## config.mk

```make
export PLATFORM = sky130hd
export DESIGN_NAME = note_sequencer_flat
export DESIGN_NICKNAME = d
export VERILOG_FILES = /design/src/rtl/note_sequencer_pkg.sv /design/src/rtl/note_sequencer_if.sv /design/src/rtl/note_sequencer_tick_prescaler.sv /design/src/rtl/note_sequencer.sv /design/src/flat_wrapper.sv
export SDC_FILE = /design/constraint.sdc
export NUM_CORES = 1
export LEC_CHECK = 0
export ABC_AREA = 0
export CORE_ASPECT_RATIO = 1.25
export CORE_MARGIN = 2
export CORE_UTILIZATION = 50
export DETAILED_ROUTE_END_ITERATION = 8
export GPL_TIMING_DRIVEN = 0
export HOLD_SLACK_MARGIN = 0.02
export PLACE_DENSITY = 0.9
export SLEW_MARGIN = 20
export SYNTH_ARGS = -nofsm -noshare
export SYNTH_HDL_FRONTEND = slang
export SYNTH_SLANG_ARGS = --single-unit
```

## constraint.sdc

```tcl
create_clock -name clk -period 2.25 [get_ports clk]
set_input_delay 0.45 -clock clk [delete_from_list [all_inputs] [get_ports clk]]
set_output_delay 0.45 -clock clk [all_outputs]
set_load 0.02 [all_outputs]
```

## src/rtl/note_sequencer_pkg.sv

```systemverilog
// -----------------------------------------------------------------------------
// note_sequencer_pkg
// Shared constants, state encoding and song-word field helpers for the
// note_sequencer playback engine.
//   SONG_WORD_W : width of one song ROM word
//   DUR_LSB     : lowest bit of the duration field inside a song word
//   DUR_W       : width of the duration field (ticks to hold a chord)
//   NOTES_W     : width of the three-voice notes payload
// -----------------------------------------------------------------------------
package note_sequencer_pkg;

    localparam int SONG_WORD_W = 32;
    localparam int DUR_LSB     = 27;
    localparam int DUR_W       = 5;
    localparam int NOTES_W     = 27;

    typedef enum logic [1:0] {
        IDLE  = 2'd0,
        FETCH = 2'd1,
        LOAD  = 2'd2,
        HOLD  = 2'd3
    } state_e;

    // Duration field of a song word; zero marks the end of the song.
    function automatic logic [DUR_W-1:0] word_dur(input logic [SONG_WORD_W-1:0] word);
        return word[DUR_LSB +: DUR_W];
    endfunction

    // Three-voice chord payload of a song word.
    function automatic logic [NOTES_W-1:0] word_notes(input logic [SONG_WORD_W-1:0] word);
        return word[NOTES_W-1:0];
    endfunction

endpackage

```

## src/rtl/note_sequencer_if.sv

```systemverilog
// -----------------------------------------------------------------------------
// note_sequencer_if
// Song ROM bus between the sequencer and an external synchronous ROM.
//   rom_addr : word address driven by the sequencer
//   rom_data : song word, valid one cycle after rom_addr is sampled
// Modports:
//   master : sequencer side (drives rom_addr)
//   slave  : ROM side (drives rom_data)
// -----------------------------------------------------------------------------
interface note_sequencer_if #(
    parameter int ADDR_W = 8
);
    import note_sequencer_pkg::*;

    logic [ADDR_W-1:0]      rom_addr;
    logic [SONG_WORD_W-1:0] rom_data;

    modport master (output rom_addr, input rom_data);
    modport slave  (input rom_addr, output rom_data);

endinterface

```

## src/rtl/note_sequencer_tick_prescaler.sv

```systemverilog
// -----------------------------------------------------------------------------
// tick_prescaler
// Divides clk down to the tempo tick. Counts 0..TICK_DIV-1 while enabled and
// wraps; tick is a one-cycle strobe on the enabled cycle where the count is at
// its last value. clear forces the count back to zero and wins over enable.
// Ports:
//   clk, rst_n : clock, asynchronous active-low reset
//   enable     : advance the count this cycle
//   clear      : restart the count from zero
//   tick       : tempo tick strobe
// -----------------------------------------------------------------------------
module tick_prescaler #(
    parameter int TICK_DIV = 6000,
    parameter int TICK_W   = 16
) (
    input  logic clk,
    input  logic rst_n,
    input  logic enable,
    input  logic clear,
    output logic tick
);

    localparam logic [TICK_W-1:0] LAST = TICK_W'(TICK_DIV - 1);

    logic [TICK_W-1:0] count_q, count_d;

    // NOTE: every variable written here gets a default first, so no path
    // leaves it unassigned and no latch is inferred.
    always_comb begin
        count_d = count_q;
        if (clear) begin
            count_d = '0;
        end else if (enable) begin
            count_d = (count_q == LAST) ? '0 : count_q + 1'b1;
        end
    end

    // NOTE: state registers use non-blocking assignments so every flop
    // samples its pre-edge inputs, independent of process ordering.
    always_ff @(posedge clk or negedge rst_n) begin
        if (!rst_n) begin
            count_q <= '0;
        end else begin
            count_q <= count_d;
        end
    end

    assign tick = enable && !clear && (count_q == LAST);

endmodule

```

## src/rtl/note_sequencer.sv

```systemverilog
// -----------------------------------------------------------------------------
// note_sequencer
// Song playback engine feeding the three-voice note decoder. Fetches 32-bit
// song words from a synchronous ROM, holds each chord for dur tempo ticks and
// advances; a word with dur = 0 ends the song or, with loop high, restarts it
// at the latched start address.
// Parameters:
//   ADDR_W   : song ROM address width
//   TICK_DIV : clk cycles per tempo tick (>= 1)
//   TICK_W   : prescaler width, 2^TICK_W >= TICK_DIV
// Ports:
//   clk, rst_n : clock, asynchronous active-low reset
//   play       : start/restart pulse, samples start_addr
//   stop       : stop pulse (highest priority)
//   pause      : level, freezes the hold timer while holding a chord
//   loop       : level, restart at the start address on an end marker
//   start_addr : first song word address
//   rom        : song ROM bus (master side)
//   notes      : per voice v, [9v+6:9v] note index, [9v+8:9v+7] waveform
//   playing    : high in any state except IDLE
//   song_done  : one-cycle pulse on a non-looped end marker
// -----------------------------------------------------------------------------
module note_sequencer
    import note_sequencer_pkg::*;
#(
    parameter int ADDR_W   = 8,
    parameter int TICK_DIV = 6000,
    parameter int TICK_W   = 16
) (
    input  logic                 clk,
    input  logic                 rst_n,
    input  logic                 play,
    input  logic                 stop,
    input  logic                 pause,
    input  logic                 loop,
    input  logic [ADDR_W-1:0]    start_addr,
    note_sequencer_if.master     rom,
    output logic [NOTES_W-1:0]   notes,
    output logic                 playing,
    output logic                 song_done
);

    state_e               state_q, state_d;
    logic [ADDR_W-1:0]    ptr_q, ptr_d;
    logic [ADDR_W-1:0]    start_q, start_d;
    logic [NOTES_W-1:0]   notes_q, notes_d;
    logic [DUR_W-1:0]     dur_q, dur_d;
    logic                 song_done_q, song_done_d;

    logic                 tick;
    logic                 presc_en;
    logic                 presc_clr;
    logic [DUR_W-1:0]     rom_dur;

    assign rom_dur   = word_dur(rom.rom_data);

    // The tempo timer only runs while a chord is held and not paused; every
    // new chord starts from a fresh tick boundary.
    assign presc_en  = (state_q == HOLD) && !pause;
    assign presc_clr = (state_q == LOAD);

    tick_prescaler #(
        .TICK_DIV (TICK_DIV),
        .TICK_W   (TICK_W)
    ) u_tick_prescaler (
        .clk    (clk),
        .rst_n  (rst_n),
        .enable (presc_en),
        .clear  (presc_clr),
        .tick   (tick)
    );

    always_comb begin
        state_d     = state_q;
        ptr_d       = ptr_q;
        start_d     = start_q;
        notes_d     = notes_q;
        dur_d       = dur_q;
        song_done_d = 1'b0;

        if (stop) begin
            state_d = IDLE;
            notes_d = '0;
        end else if (play) begin
            // Restart from any state; the current chord keeps sounding until
            // the first word of the new run is loaded.
            ptr_d   = start_addr;
            start_d = start_addr;
            state_d = FETCH;
        end else begin
            unique case (state_q)
                IDLE: begin
                    state_d = IDLE;
                end
                FETCH: begin
                    state_d = LOAD;
                end
                LOAD: begin
                    if (rom_dur != '0) begin
                        notes_d = word_notes(rom.rom_data);
                        dur_d   = rom_dur;
                        ptr_d   = ptr_q + 1'b1;
                        state_d = HOLD;
                    end else if (loop) begin
                        // notes untouched: the last chord bridges the wrap
                        ptr_d   = start_q;
                        state_d = FETCH;
                    end else begin
                        notes_d     = '0;
                        song_done_d = 1'b1;
                        state_d     = IDLE;
                    end
                end
                HOLD: begin
                    if (tick) begin
                        dur_d = dur_q - 1'b1;
                        if (dur_q == DUR_W'(1)) begin
                            state_d = FETCH;
                        end
                    end
                end
                default: begin
                    state_d = IDLE;
                end
            endcase
        end
    end

    always_ff @(posedge clk or negedge rst_n) begin
        if (!rst_n) begin
            state_q     <= IDLE;
            ptr_q       <= '0;
            start_q     <= '0;
            notes_q     <= '0;
            dur_q       <= '0;
            song_done_q <= 1'b0;
        end else begin
            state_q     <= state_d;
            ptr_q       <= ptr_d;
            start_q     <= start_d;
            notes_q     <= notes_d;
            dur_q       <= dur_d;
            song_done_q <= song_done_d;
        end
    end

    assign rom.rom_addr = ptr_q;
    assign notes        = notes_q;
    assign playing      = (state_q != IDLE);
    assign song_done    = song_done_q;

endmodule
```

## src/flat_wrapper.sv

```systemverilog
// flat-port wrapper written by rule: the top's interface ports become plain ports
module note_sequencer_flat import note_sequencer_pkg::*;
#(
    parameter int ADDR_W   = 8,
    parameter int TICK_DIV = 6000,
    parameter int TICK_W   = 16
)
  (clk, rst_n, play, stop, pause, loop, start_addr, notes, playing, song_done, rom_rom_addr, rom_rom_data);
  note_sequencer_if #(.ADDR_W(ADDR_W)) rom_i ();
  input  logic clk;
  input  logic rst_n;
  input  logic play;
  input  logic stop;
  input  logic pause;
  input  logic loop;
  input  logic [ADDR_W-1:0] start_addr;
  output logic [NOTES_W-1:0] notes;
  output logic playing;
  output logic song_done;
  output wire logic [$bits(rom_i.rom_addr)-1:0] rom_rom_addr;
  input wire logic [$bits(rom_i.rom_data)-1:0] rom_rom_data;
  assign rom_rom_addr = rom_i.rom_addr;
  assign rom_i.rom_data = rom_rom_data;
  note_sequencer #(.ADDR_W(ADDR_W), .TICK_DIV(TICK_DIV), .TICK_W(TICK_W)) u_core (.clk(clk), .rst_n(rst_n), .play(play), .stop(stop), .pause(pause), .loop(loop), .start_addr(start_addr), .rom(rom_i), .notes(notes), .playing(playing), .song_done(song_done));
endmodule
```

==> results of run 1 <==
==> Yosys cell counts, drive strengths merged, types with 4 or more instances <==
cell type / count
dfrtp: 67
a22o: 27
nand2: 23
a31oi: 19
o21ai: 15
inv: 13
nand3: 13
buf: 11
clkbuf: 11
nand4: 11
nor2: 10
a21oi: 8
mux2: 8
nor3: 8
and3: 7
nor4: 7
o31ai: 5
and4: 4
ha: 4
o211ai: 4
or3: 4
or4: 4
==> worst max path at each step <==
stage	slack, ns	startpoint	depth (start not counted)	endpoint
2_1_floorplan	0.44	rom_rom_data[30]	5	u_core.dur_q[1]$_DFFE_PN0P_
3_3_place_gp	-1.45	rst_n	1	u_core.rom.rom_addr[3]$_DFFE_PN0P_
3_5_place_dp	-0.29	rom_rom_data[27]	6	u_core.dur_q[1]$_DFFE_PN0P_
4_1_cts	0.07	rom_rom_data[27]	6	u_core.dur_q[1]$_DFFE_PN0P_
5_1_grt	-0.01	play	5	u_core.rom.rom_addr[0]$_DFFE_PN0P_
6_report	0.14	u_core.state_q[1]$_DFFE_PN0P_	3	playing
==> cells in the final DEF (no fill, tap or decap), drive strengths merged, types with 13 or more instances in the layout <==
master,n
clkbuf,20
dfrtp,67
a22o,27
buf,17
nand2,23
a31oi,19
clkdlybuf4s50,80
inv,15
o21ai,15
nand3,13
==> cells by family (layout without fill, tap and decap cells) <==
family | after synthesis | in the layout | share of synthesized area [%]
AOI/OAI and AO/OA | 105 | 105 | 23.52
xor gates and xnor gates | 3 | 3 | 0.7577
adders and majority gates | 4 | 4 | 1.443
buffers and inverters | 35 | 138 | 4.329
DFF | 67 | 67 | 48.34
muxes | 8 | 8 | 2.598
and+or+nand+nor | 109 | 109 | 19.01
==> metal layers <==
layer | vias to the layer above | part of all wire, % | GRT usage (%)
met2 | 181 | 50 | 41.84
met5 | - | 0 | 0
met3 | 35 | 7.0 | 3.346
met1 | 1551 | 40 | 32.49
met4 | 0 | 3.6 | 15.79
li1 | 1485 | - | -
==> critical path, stage by stage (launching register included) <==
cell and delay, ns:
dfrtp_1 0.46, clkbuf_2 0.21, or2_2 0.32, dlygate4sd2_1 0.32
==> registers in the layout, summed over array words and instances, names as in the netlist <==
register	count
u_core.state_q	2
u_core.rom.rom_addr	8
u_core.u_tick_prescaler.count_q	16
u_core.start_q	8
u_core.song_done	1
u_core.dur_q	5
u_core.notes	27
==> final cells by class <==
cell class | instances | area [sq um] | share of cell area, %
flip-flops and latches | 67 | 1677 | 35.61
inverters | 13 | 48.80 | 1.036
repair buffers | 88 | 884.6 | 18.79
multi-input cells | 229 | 1657 | 35.18
well taps | 87 | 108.9 | 2.312
clock inverters | 6 | 95.09 | 2.020
clock buffers | 10 | 137.6 | 2.923
plain buffers | 21 | 100.1 | 2.126
==> stage by stage <==
stage	cells	power [uW]	TNS [ns]	util [%]	hold WS, ns
2_1_floorplan	331	1684	0	-	0.1544
3_3_place_gp	500	1920	-103.17	66.16	0.4817
3_5_place_dp	501	1954	-6.572	66.53	0.3380
4_1_cts	518	3123	0	70.21	0.4978
5_1_grt	521	3243	-0.01488	70.83	0.5200
6_report	521	3121	0	70.83	0.4938
==> report_power, final <==
group          internal, uW  leakage (uW)  switching, uW
clock network           666      0.000117            512
registers              1290      0.000882           85.3
logic                   280      0.000964            285
==> timing repair <==
action                     4_1_cts  5_1_grt
resized for setup                3        2
setup endpoints to repair        1       21
hold buffers                     1        0
hold endpoints to repair        16        0
setup buffers                    0        4
==> report_table.html, run 1 <==
<table>
<tr><th>Metric</th><th>Value</th></tr>
<tr><th colspan="2">Run status</th></tr>
<tr><td>Status</td><td>complete, no violations</td></tr>
<tr><th colspan="2">Synth</th></tr>
<tr><td>Cells after synthesis</td><td>331</td></tr>
<tr><td>Number of synthesized flops with an enable pin</td><td>0</td></tr>
<tr><td>Sequential element share of the synthesized area</td><td>48.34%</td></tr>
<tr><td>Area leader, netlist</td><td>dfrtp_1</td></tr>
<tr><td>Most instantiated flip-flop cell in the synthesis netlist</td><td>dfrtp_1</td></tr>
<tr><td>Leading post-synthesis cells by cell area</td><td>dfrtp_1 (48%), a22o_1 (6.8%), a31oi_1 (3.2%), nand2_1 (2.5%), mux2_2 (2.3%)</td></tr>
<tr><td>Number of unique standard cell types used by synthesis</td><td>70</td></tr>
<tr><td>Synthesized area per cell</td><td>between 10 and 15 sq um</td></tr>
<tr><td>Synthesized cell area</td><td>3468 sq um</td></tr>
<tr><td>Synth top area share</td><td>48.34%</td></tr>
<tr><td>Synth Warn #</td><td>0</td></tr>
<tr><td>Share of synthesized flip-flops with an asynchronous set or reset</td><td>100.0%</td></tr>
<tr><td>#FFs+latches synth</td><td>67</td></tr>
<tr><td>Net count after synthesis</td><td>381</td></tr>
<tr><th colspan="2">CTS</th></tr>
<tr><td>Worst skew pair latency</td><td>0.35 ns</td></tr>
<tr><td>H-tree depth</td><td>3</td></tr>
<tr><td>Number of buffers created by CTS</td><td>9</td></tr>
<tr><td>Sinks on Clock Net</td><td>67</td></tr>
<tr><td>Buffer cell driving the clock tree root</td><td>clkbuf_8</td></tr>
<tr><td>Clock tree from TritonCTS</td><td>built</td></tr>
<tr><td>CTS clk-pin slew, worst paths</td><td>0.08 ns</td></tr>
<tr><td>Clock Path Buffers</td><td>2</td></tr>
<tr><th colspan="2">Die</th></tr>
<tr><td>Horizontal die dimension</td><td>about 78 microns</td></tr>
<tr><td>Die Outline Area</td><td>7623 sq um</td></tr>
<tr><td>Floorplan die height</td><td>97.12 microns</td></tr>
<tr><td>Effective utilization at floorplan</td><td>52.17%</td></tr>
<tr><td>Core Region</td><td>6648 sq um</td></tr>
<tr><td>Boundary Pins</td><td>between 80 and 90</td></tr>
<tr><td>Standard-cell rows</td><td>33</td></tr>
<tr><th colspan="2">Power and ir drop</th></tr>
<tr><td>Maximum vdd drop</td><td>about 0.4 mV</td></tr>
<tr><td>LEAKAGE</td><td>roughly 0.0020 uW</td></tr>
<tr><td>Cell Pwr Density</td><td>about 660 nW/um^2</td></tr>
<tr><th colspan="2">Routing</th></tr>
<tr><td>Routed via count divided by cell count</td><td>6.242</td></tr>
<tr><td>Final wirelength</td><td>9393 microns</td></tr>
<tr><td>Wire length per cell</td><td>18.03 microns</td></tr>
<tr><td>First-pass iteration count of the detailed router</td><td>5</td></tr>
<tr><td>DRC</td><td>0</td></tr>
<tr><td>Detailed-route via count</td><td>3252</td></tr>
<tr><td>Count of routing violations after the opening detailed-route iteration</td><td>303</td></tr>
<tr><td>Count of nets left with antenna violations after detail routing</td><td>0</td></tr>
<tr><th colspan="2">Final layout</th></tr>
<tr><td>Net count of the finished layout</td><td>479</td></tr>
<tr><td>Fillers</td><td>454</td></tr>
<tr><td>Cell area after layout</td><td>around 4700 sq um</td></tr>
<tr><td>Number of antenna diodes</td><td>0</td></tr>
<tr><td>Synth-to-Final Area Change</td><td>35.75%</td></tr>
<tr><td>Share of final-layout standard cells stronger than drive strength 1</td><td>13.59%</td></tr>
<tr><th colspan="2">Setup path</th></tr>
<tr><td>Reg-to-reg setup timing slack</td><td>0.23 ns</td></tr>
<tr><td>Type of element launching the critical path</td><td>flop</td></tr>
<tr><td>RR Endpoint</td><td>u_core.u_tick_prescaler.count_q[8]$_DFFE_PN0P_</td></tr>
<tr><td>Crit-path max FO</td><td>10</td></tr>
<tr><td>Arrival time of the worst setup path</td><td>1.66 ns</td></tr>
<tr><td>Reg-to-reg startpoint</td><td>u_core.u_tick_prescaler.count_q[0]$_DFFE_PN0P_</td></tr>
<tr><td>Worst setup path category</td><td>reg2out</td></tr>
<tr><td>Type of destination of the critical path</td><td>output pin</td></tr>
<tr><td>Reg2reg path depth</td><td>6</td></tr>
<tr><td>Worst path required time</td><td>roughly 1.8 ns</td></tr>
<tr><th colspan="2">Placed design</th></tr>
<tr><td>Total cell area at the placement stage</td><td>4423 sq um</td></tr>
<tr><td>I/O Buffers</td><td>82</td></tr>
<tr><td>Worst slack at placement</td><td>-0.2907 ns</td></tr>
<tr><td>Placed wire-length estimate after detailed placement</td><td>6507 microns</td></tr>
<tr><td>Final Wtd Congestion</td><td>between 0.9 and 1</td></tr>
<tr><th colspan="2">Timing</th></tr>
<tr><td>Min setup slack post-route</td><td>around 0.14 ns</td></tr>
<tr><td>Final max-slew violation count</td><td>0</td></tr>
<tr><td>Fin Clk Skew</td><td>0.01062 ns</td></tr>
<tr><td>Final min period</td><td>2.107 ns</td></tr>
<tr><td>Count of final hold-check violations</td><td>0</td></tr>
<tr><td>Part of the cycle the worst path needs</td><td>a little over nine tenths</td></tr>
<tr><td>Maximum frequency from static timing analysis</td><td>474.5 MHz</td></tr>
<tr><td>Total of endpoints with negative setup slack in the final report</td><td>0</td></tr>
<tr><td>Slew @ Worst Pin</td><td>about 0.6 ns</td></tr>
<tr><td>Max transition margin</td><td>58.89%</td></tr>
<tr><th colspan="2">GRT</th></tr>
<tr><td>Pin count of the biggest net entering global routing</td><td>52</td></tr>
<tr><td>All-layer global routing usage</td><td>25.78%</td></tr>
<tr><td>Total congestion overflow</td><td>0</td></tr>
<tr><td>Antenna violations before repair</td><td>0</td></tr>
<tr><td>Number of global-route vias before repair</td><td>3231</td></tr>
<tr><td>First-pass GRT wire length</td><td>15570 microns</td></tr>
<tr><th colspan="2">Hold path</th></tr>
<tr><td>Hold WC Path Type</td><td>in2async</td></tr>
<tr><th colspan="2">Flow run</th></tr>
<tr><td>Max-capacitance violation count</td><td>0</td></tr>
</table>
Power figures use the tool's default switching activity.
==> run 2: changes to the inputs <==
CTS_CLUSTER_DIAMETER = 150   (was unset)
==> results of run 2 <==
No change in the layout: final DEF, timing and power equal those of run 1.
==> run 3: changes to the inputs <==
MAX_ROUTING_LAYER = met4   (was unset)
==> report_table.html, run 3 (same netlist as run 1, synthesis figures left out) <==
<table>
<tr><th>Metric</th><th>Value</th></tr>
<tr><th colspan="2">CTS</th></tr>
<tr><td>Clock Path Buffers</td><td>2 (unchanged)</td></tr>
<tr><td>Worst skew pair latency</td><td>0.34 ns (was 0.35 ns)</td></tr>
<tr><td>H-tree depth</td><td>3 (unchanged)</td></tr>
<tr><td>Number of buffers created by CTS</td><td>9 (unchanged)</td></tr>
<tr><td>Setup fix buffers added after clock tree synthesis</td><td>0 (unchanged)</td></tr>
<tr><td>CTS clk-pin slew, worst paths</td><td>0.08 ns (about the same)</td></tr>
<tr><td>Sinks on Clock Net</td><td>67 (unchanged)</td></tr>
<tr><td>Clock tree from TritonCTS</td><td>built (unchanged)</td></tr>
<tr><td>Buffer cell driving the clock tree root</td><td>clkbuf_8 (unchanged)</td></tr>
<tr><th colspan="2">Final layout</th></tr>
<tr><td>Number of flip-flops under the largest register name</td><td>27 (unchanged)</td></tr>
<tr><td>Number of antenna diodes</td><td>0 (unchanged)</td></tr>
<tr><td>Commonest cells after routing, fill and taps aside</td><td>clkdlybuf4s50_1 (80), dfrtp_1 (67), a22o_1 (27), nand2_1 (23), a31oi_1 (18) (unchanged)</td></tr>
<tr><td>Area taken by multi-input logic gates</td><td>1650 sq um (was 1657 sq um)</td></tr>
<tr><td>Net count of the finished layout</td><td>476 (was 479)</td></tr>
<tr><td>Share of final-layout standard cells stronger than drive strength 1</td><td>12.53% (was 13.59%)</td></tr>
<tr><td>Number of standard cells in the layout, taps in and fillers out</td><td>518 (was 521)</td></tr>
<tr><td>Area taken by flip-flops and latches</td><td>1677 sq um (unchanged)</td></tr>
<tr><td>Core Util, Final</td><td>69.94% (was 70.83%)</td></tr>
<tr><td>Fillers</td><td>479 (was 454)</td></tr>
<tr><td>Most frequent standard cell in the layout excluding fill and tap cells</td><td>clkdlybuf4s50_1 (unchanged)</td></tr>
<tr><td>Synth-to-Final Area Change</td><td>34.05% (was 35.75%)</td></tr>
<tr><th colspan="2">Setup path</th></tr>
<tr><td>Arrival time of the worst setup path</td><td>2.40 ns (was 1.66 ns)</td></tr>
<tr><td>Worst path required time</td><td>2.48 ns (was 1.80 ns)</td></tr>
<tr><td>Crit-path max FO</td><td>7 (was 10)</td></tr>
<tr><td>Type of element launching the critical path</td><td>primary input (was flop)</td></tr>
<tr><td>Worst setup path category</td><td>in2reg (was reg2out)</td></tr>
<tr><td>Type of destination of the critical path</td><td>flop (was output pin)</td></tr>
<tr><th colspan="2">Die</th></tr>
<tr><td>Effective utilization at floorplan</td><td>52.17% (unchanged)</td></tr>
<tr><td>Floorplan die height</td><td>97.12 microns (unchanged)</td></tr>
<tr><td>Die Outline Area</td><td>7623 sq um (unchanged)</td></tr>
<tr><td>Horizontal die dimension</td><td>78.50 microns (unchanged)</td></tr>
<tr><td>Standard-cell rows</td><td>33 (unchanged)</td></tr>
<tr><td>Core Region</td><td>6648 sq um (unchanged)</td></tr>
<tr><td>Boundary Pins</td><td>83 (unchanged)</td></tr>
<tr><th colspan="2">GRT</th></tr>
<tr><td>Number of global-route vias before repair</td><td>3084 (was 3231)</td></tr>
<tr><td>Antenna violations before repair</td><td>0 (unchanged)</td></tr>
<tr><td>All-layer global routing usage</td><td>25.20% (was 25.78%)</td></tr>
<tr><td>First-pass GRT wire length</td><td>15080 microns (was 15570 microns)</td></tr>
<tr><td>Pin count of the biggest net entering global routing</td><td>55 (was 52)</td></tr>
<tr><td>Total congestion overflow</td><td>0 (unchanged)</td></tr>
<tr><th colspan="2">Placed design</th></tr>
<tr><td>Worst slack at placement</td><td>-0.2631 ns (was -0.2907 ns)</td></tr>
<tr><td>I/O Buffers</td><td>82 (unchanged)</td></tr>
<tr><td>Final Wtd Congestion</td><td>0.9531 (was 0.9107)</td></tr>
<tr><td>Placed Instances</td><td>501 (unchanged)</td></tr>
<tr><td>Placed wire-length estimate after detailed placement</td><td>6368 microns (was 6507 microns)</td></tr>
<tr><th colspan="2">Power and ir drop</th></tr>
<tr><td>Switching Power</td><td>893.8 uW (was 882.5 uW)</td></tr>
<tr><td>Internal Dissipation</td><td>2103 uW (was 2239 uW)</td></tr>
<tr><td>Clock share of power</td><td>35.3% (was 37.7%)</td></tr>
<tr><td>Part of the total power dissipated in combinational logic</td><td>18.7% (was 18.1%)</td></tr>
<tr><td>Maximum vdd drop</td><td>0.3916 mV (was 0.3901 mV)</td></tr>
<tr><td>Cell Pwr Density</td><td>644.4 nW/um^2 (was 663.0 nW/um^2)</td></tr>
<tr><td>Switching share of total power</td><td>29.83% (was 28.27%)</td></tr>
<tr><td>LEAKAGE</td><td>0.001924 uW (was 0.001964 uW)</td></tr>
<tr><td>Sequential Power Share</td><td>46.0% (was 44.2%)</td></tr>
<tr><th colspan="2">Routing</th></tr>
<tr><td>Final wirelength</td><td>9065 microns (was 9393 microns)</td></tr>
<tr><td>Count of routing violations after the opening detailed-route iteration</td><td>268 (was 303)</td></tr>
<tr><td>First-pass iteration count of the detailed router</td><td>5 (unchanged)</td></tr>
<tr><td>Wire length per cell</td><td>17.50 microns (was 18.03 microns)</td></tr>
<tr><td>Detailed-route via count</td><td>3254 (was 3252)</td></tr>
<tr><td>Routed via count divided by cell count</td><td>6.282 (was 6.242)</td></tr>
<tr><td>Count of nets left with antenna violations after detail routing</td><td>0 (unchanged)</td></tr>
<tr><td>DRC</td><td>0 (unchanged)</td></tr>
<tr><th colspan="2">Flow run</th></tr>
<tr><td>Max-capacitance violation count</td><td>0 (unchanged)</td></tr>
<tr><th colspan="2">Timing</th></tr>
<tr><td>Min setup slack post-route</td><td>0.07157 ns (was 0.1427 ns)</td></tr>
<tr><td>Final max-slew violation count</td><td>0 (unchanged)</td></tr>
<tr><td>Slew @ Worst Pin</td><td>0.6185 ns (was 0.6167 ns)</td></tr>
<tr><td>Part of the cycle the worst path needs</td><td>96.82% (was 93.66%)</td></tr>
<tr><td>Count of final hold-check violations</td><td>0 (unchanged)</td></tr>
<tr><td>Final min period</td><td>2.178 ns (was 2.107 ns)</td></tr>
<tr><td>Total of endpoints with negative setup slack in the final report</td><td>0 (unchanged)</td></tr>
<tr><td>Worst slack on hold paths</td><td>0.5002 ns (was 0.4938 ns)</td></tr>
<tr><td>Maximum frequency from static timing analysis</td><td>459.0 MHz (was 474.5 MHz)</td></tr>
<tr><td>Max transition margin</td><td>58.77% (was 58.89%)</td></tr>
<tr><td>Fin Clk Skew</td><td>0.006972 ns (was 0.01062 ns)</td></tr>
<tr><th colspan="2">Hold path</th></tr>
<tr><td>Hold WC Path Type</td><td>in2async (unchanged)</td></tr>
<tr><th colspan="2">Run status</th></tr>
<tr><td>Status</td><td>complete, no violations (unchanged)</td></tr>
</table>
-- run 3: cell count changes in the layout (fill, tap and decap cells not counted) --
cell        before  now
bufinv_16        2    1
buf_4            5    1
clkinvlp_4       0    2
inv_8            0    1
nor4b_2          1    0
clkbuf_8        10    9
nor4b_1          0    1
inv_6            2    3
clkinv_4         2    0
clkbuf_1         8    9
-- run 3: timing repair --
action | 4_1_cts | 5_1_grt
resized for setup | 3 | 1
endpoints found under the hold margin | 13 | 0
hold buffers | 1 | 0
setup endpoints to repair | 1 | 18
-- run 3: power groups by stage --
stage	Sequential, uW	Combinational [uW]	Clock (uW)
5_1_grt	1390	617	1110
4_1_cts	1370	559	1070
2_1_floorplan	1420	259	0
6_report	1380	560	1060
3_5_place_dp	1400	550	0
3_3_place_gp	1390	527	0
-- run 3: metal layers --
metal | share of wire [%] | global-route usage [%]
met1 | 41 | 32.16
met5 | 0 | -
met3 | 6.1 | 3.160
met2 | 51 | 41.11
met4 | 2.6 | 9.582
-- run 3: per-stage QoR --
stage / instance area [sq um] / total power, uW / TNS [ns]
after CTS: 4641 / 3000 / 0
after global routing: 4649 / 3122 / -0.03852
after global placement: 4398 / 1921 / -104.04
final: 4649 / 2996 / 0
after floorplan: 3468 / 1684 / 0
after detailed placement: 4423 / 1948 / -6.263
-- run 3: cell type report --
class | count | area share, %
multi-input combinational | 229 | 35.50
timing repair buffer | 84 | 18.38
clock inverter | 7 | 1.776
clock buffer | 9 | 2.664
buffer | 22 | 2.234
inverter | 13 | 1.050
tap | 87 | 2.341
sequential | 67 | 36.06
-- run 3: worst paths after layout --
kind                            cells past startpoint                          start                                        endpoint  slack [ns]
worst max-delay path                                6               rom_rom_data[27]                     u_core.dur_q[1]$_DFFE_PN0P_        0.07
worst min-delay path                                2                          rst_n  u_core.u_tick_prescaler.count_q[1]$_DFFE_PN0P_        0.50
worst max register to register                      5  u_core.state_q[0]$_DFFE_PN0P_                     u_core.dur_q[1]$_DFFE_PN0P_        0.30
worst min register to register                      1    u_core.notes[6]$_DFFE_PN0P_                     u_core.notes[6]$_DFFE_PN0P_        0.51
max in group asynchronous                           3                          rst_n                     u_core.dur_q[2]$_DFFE_PN0P_        1.22
min in group clk                                    1    u_core.notes[6]$_DFFE_PN0P_                     u_core.notes[6]$_DFFE_PN0P_        0.51
-- run 3: critical path, cell delays in order --
cell and delay (ns):
clkdlybuf4s50_1 0.53, or2_1 0.12, clkbuf_1 0.35, o311ai_4 0.18, o31ai_2 0.41, mux2_1 0.36
==> RTL change (flow settings as in run 1) <==
The 4 states of `state_e` get a Gray code encoding in 2 bits.
--- a/src/rtl/note_sequencer_pkg.sv
+++ b/src/rtl/note_sequencer_pkg.sv
@@ -15,10 +15,10 @@
     localparam int NOTES_W     = 27;
 
     typedef enum logic [1:0] {
-        IDLE  = 2'd0,
-        FETCH = 2'd1,
-        LOAD  = 2'd2,
-        HOLD  = 2'd3
+        IDLE  = 2'b00,
+        FETCH = 2'b01,
+        LOAD  = 2'b11,
+        HOLD  = 2'b10
     } state_e;
 
     // Duration field of a song word; zero marks the end of the song.
Function: no difference found for any inputs over 10 cycles, from zero or initial values and one cycle with rst_n low; not proved beyond that.
==> RTL change against run 1 <==
Sequential share of layout area up 1.6 points; count of clock-buffer cells in the layout decreased by 1; worst setup slack worse by 0.11 ns; area after synthesis decreased by 6.1%; design area fell by 4.1%; sequential cell count did not move; power down 1.4%; wire length is 1.4% lower; critical path type is now in2reg.
==> RTL change: results (changes against run 1) <==
| Metric | Value |
|---|---|
| Status | complete, no violations (unchanged) |
| Area contributors post-synth | dfrtp_1, a22o_1, mux2_2, a21oi_1, nand3_1 (was dfrtp_1, a22o_1, a31oi_1, nand2_1, mux2_2) |
| # placed instances | 481 (was 501) |
| RePlAce Congestion | 0.8381 (was 0.9107) |
| Ratio of cells with drive above 1 in the final layout | 12.44% (was 13.59%) |
| Largest net degree at the start of global routing | 56 (was 52) |
| Post-Synth XOR/XNOR Area | 1.882% (was 0.7576%) |
| Slowest stage delay, CP | 0.50 ns (was 0.46 ns) |
| Min Hold Slack | 0.5097 ns (was 0.4938 ns) |
| Reg2reg path depth | 6 (unchanged) |
| Worst setup path startpoint | rom_rom_data[29] (was u_core.state_q[1]$_DFFE_PN0P_) |
| Detailed Route WL | 9260 microns (was 9393 microns) |
| Post-synthesis sequential area ratio | 51.46% (was 48.34%) |
| Post-synth top cells | dfrtp_1, a22o_1, a21oi_1 (was dfrtp_1, a22o_1, nand2_1) |
| Critical path endpoint | u_core.rom.rom_addr[7]$_DFFE_PN0P_ (was playing) |
| Port bufs | 81 (was 82) |
| M2 GR Usage | 46.83% (was 41.84%) |
| FF-to-FF setup slack | 0.11 ns (was 0.23 ns) |
| Fin nets | 463 (was 479) |
| Post-DP HPWL | 6080 microns (was 6507 microns) |
| Slew headroom | 53.78% (was 58.89%) |
| Adder-cell share of the synthesized area | 1.536% (was 1.443%) |
| Post-Layout Cell Count | 503 (was 521) |
| Vias in the first global route | 3036 (was 3231) |
| Crit Reg-Reg Startpoint | u_core.u_tick_prescaler.count_q[4]$_DFFE_PN0P_ (was u_core.u_tick_prescaler.count_q[0]$_DFFE_PN0P_) |
| Setup Skew | 0.008249 ns (was 0.01062 ns) |
| Crit Path Max Fanout | 6 (was 10) |
| Routed wl met3 | 562 microns (was 659 microns) |
| Placed instance area | 4200 sq um (was 4423 sq um) |
| P_leak | 1.964 nW (about the same) |
| First-pass GRT wire length | 15020 microns (was 15570 microns) |
| Compound-Gate Fraction of Synth Area | 20.70% (was 23.52%) |
| Post-Synthesis Cells | 314 (was 331) |
| IR drop worst, VDD | 0.0003853 V (was 0.0003901 V) |
| Routing usage on met3 | 5.769% (was 3.346%) |
| Mux cell area share after synthesis | 4.032% (was 2.597%) |
| DR vias | 3104 (was 3252) |
| Reg2reg end | u_core.u_tick_prescaler.count_q[5]$_DFFE_PN0P_ (was u_core.u_tick_prescaler.count_q[8]$_DFFE_PN0P_) |
| Tot GR Track Use | 26.72% (was 25.78%) |
| Routed metal-1 wirelength | 3535 microns (was 3742 microns) |
| Critical path arrival | 2.45 ns (was 1.66 ns) |
-- RTL change: cell count changes in the layout (fill, tap and decap cells not counted), moves of 3 or more --
cell     before  now
a21oi_1       7   19
a21o_1        0    7
nor2_1       10   18
a31oi_1      18    5
nor2b_1       1    4
a32o_1        3    0
buf_2         9    3
nand3_1      11   14
nand2_1      23   17
nor3_1        7   11
o31ai_1       4    0
mux2i_1       0    3
nand4_1      10    7
-- RTL change: timing repair --
item / 4_1_cts / 5_1_grt
setup buffers: 2 / 3
hold buffers: 1 / 0
hold endpoints to repair: 12 / 0
setup endpoints to repair: 34 / 38
resized for setup: 5 / 10
pin swaps: 2 / 4
-- RTL change: where the power goes --
| part | switching, mW | internal [mW] | leakage (nW) | total, mW |
|---|---|---|---|---|
| Sequential | 0.105 | 1.29 | 0.881 | 1.40 |
| Clock | 0.500 | 0.633 | 0.114 | 1.13 |
| Combinational | 0.266 | 0.281 | 0.968 | 0.547 |
| Total | 0.871 | 2.21 | 1.96 | 3.08 |
-- RTL change: kinds of logic (layout without fill, tap and decap cells) --
group                      after synthesis  after routing
DFF                                     67             67
AOI/OAI and AO/OA                       95             95
and+or+nand+nor                        101            101
adders and majority gates                4              4
buffers and inverters                   28            132
xor gates and xnor gates                 7              7
muxes                                   12             12
-- RTL change: worst max-delay path, delay by kind of cell --
kind            cells  cell delay (ns)
compound gates      3             0.95
buf+inv             1             0.46
simple gates        2             0.59
-- RTL change: cell type report --
cell class | count | area [sq um] | area share (%)
plain buffers | 16 | 76.32 | 1.691
repair buffers | 88 | 882.1 | 19.55
well taps | 85 | 106.4 | 2.357
clock inverters | 7 | 100.1 | 2.218
inverters | 12 | 45.04 | 0.9981
clock buffers | 9 | 123.9 | 2.745
multi-input cells | 219 | 1501 | 33.27
flip-flops and latches | 67 | 1678 | 37.18
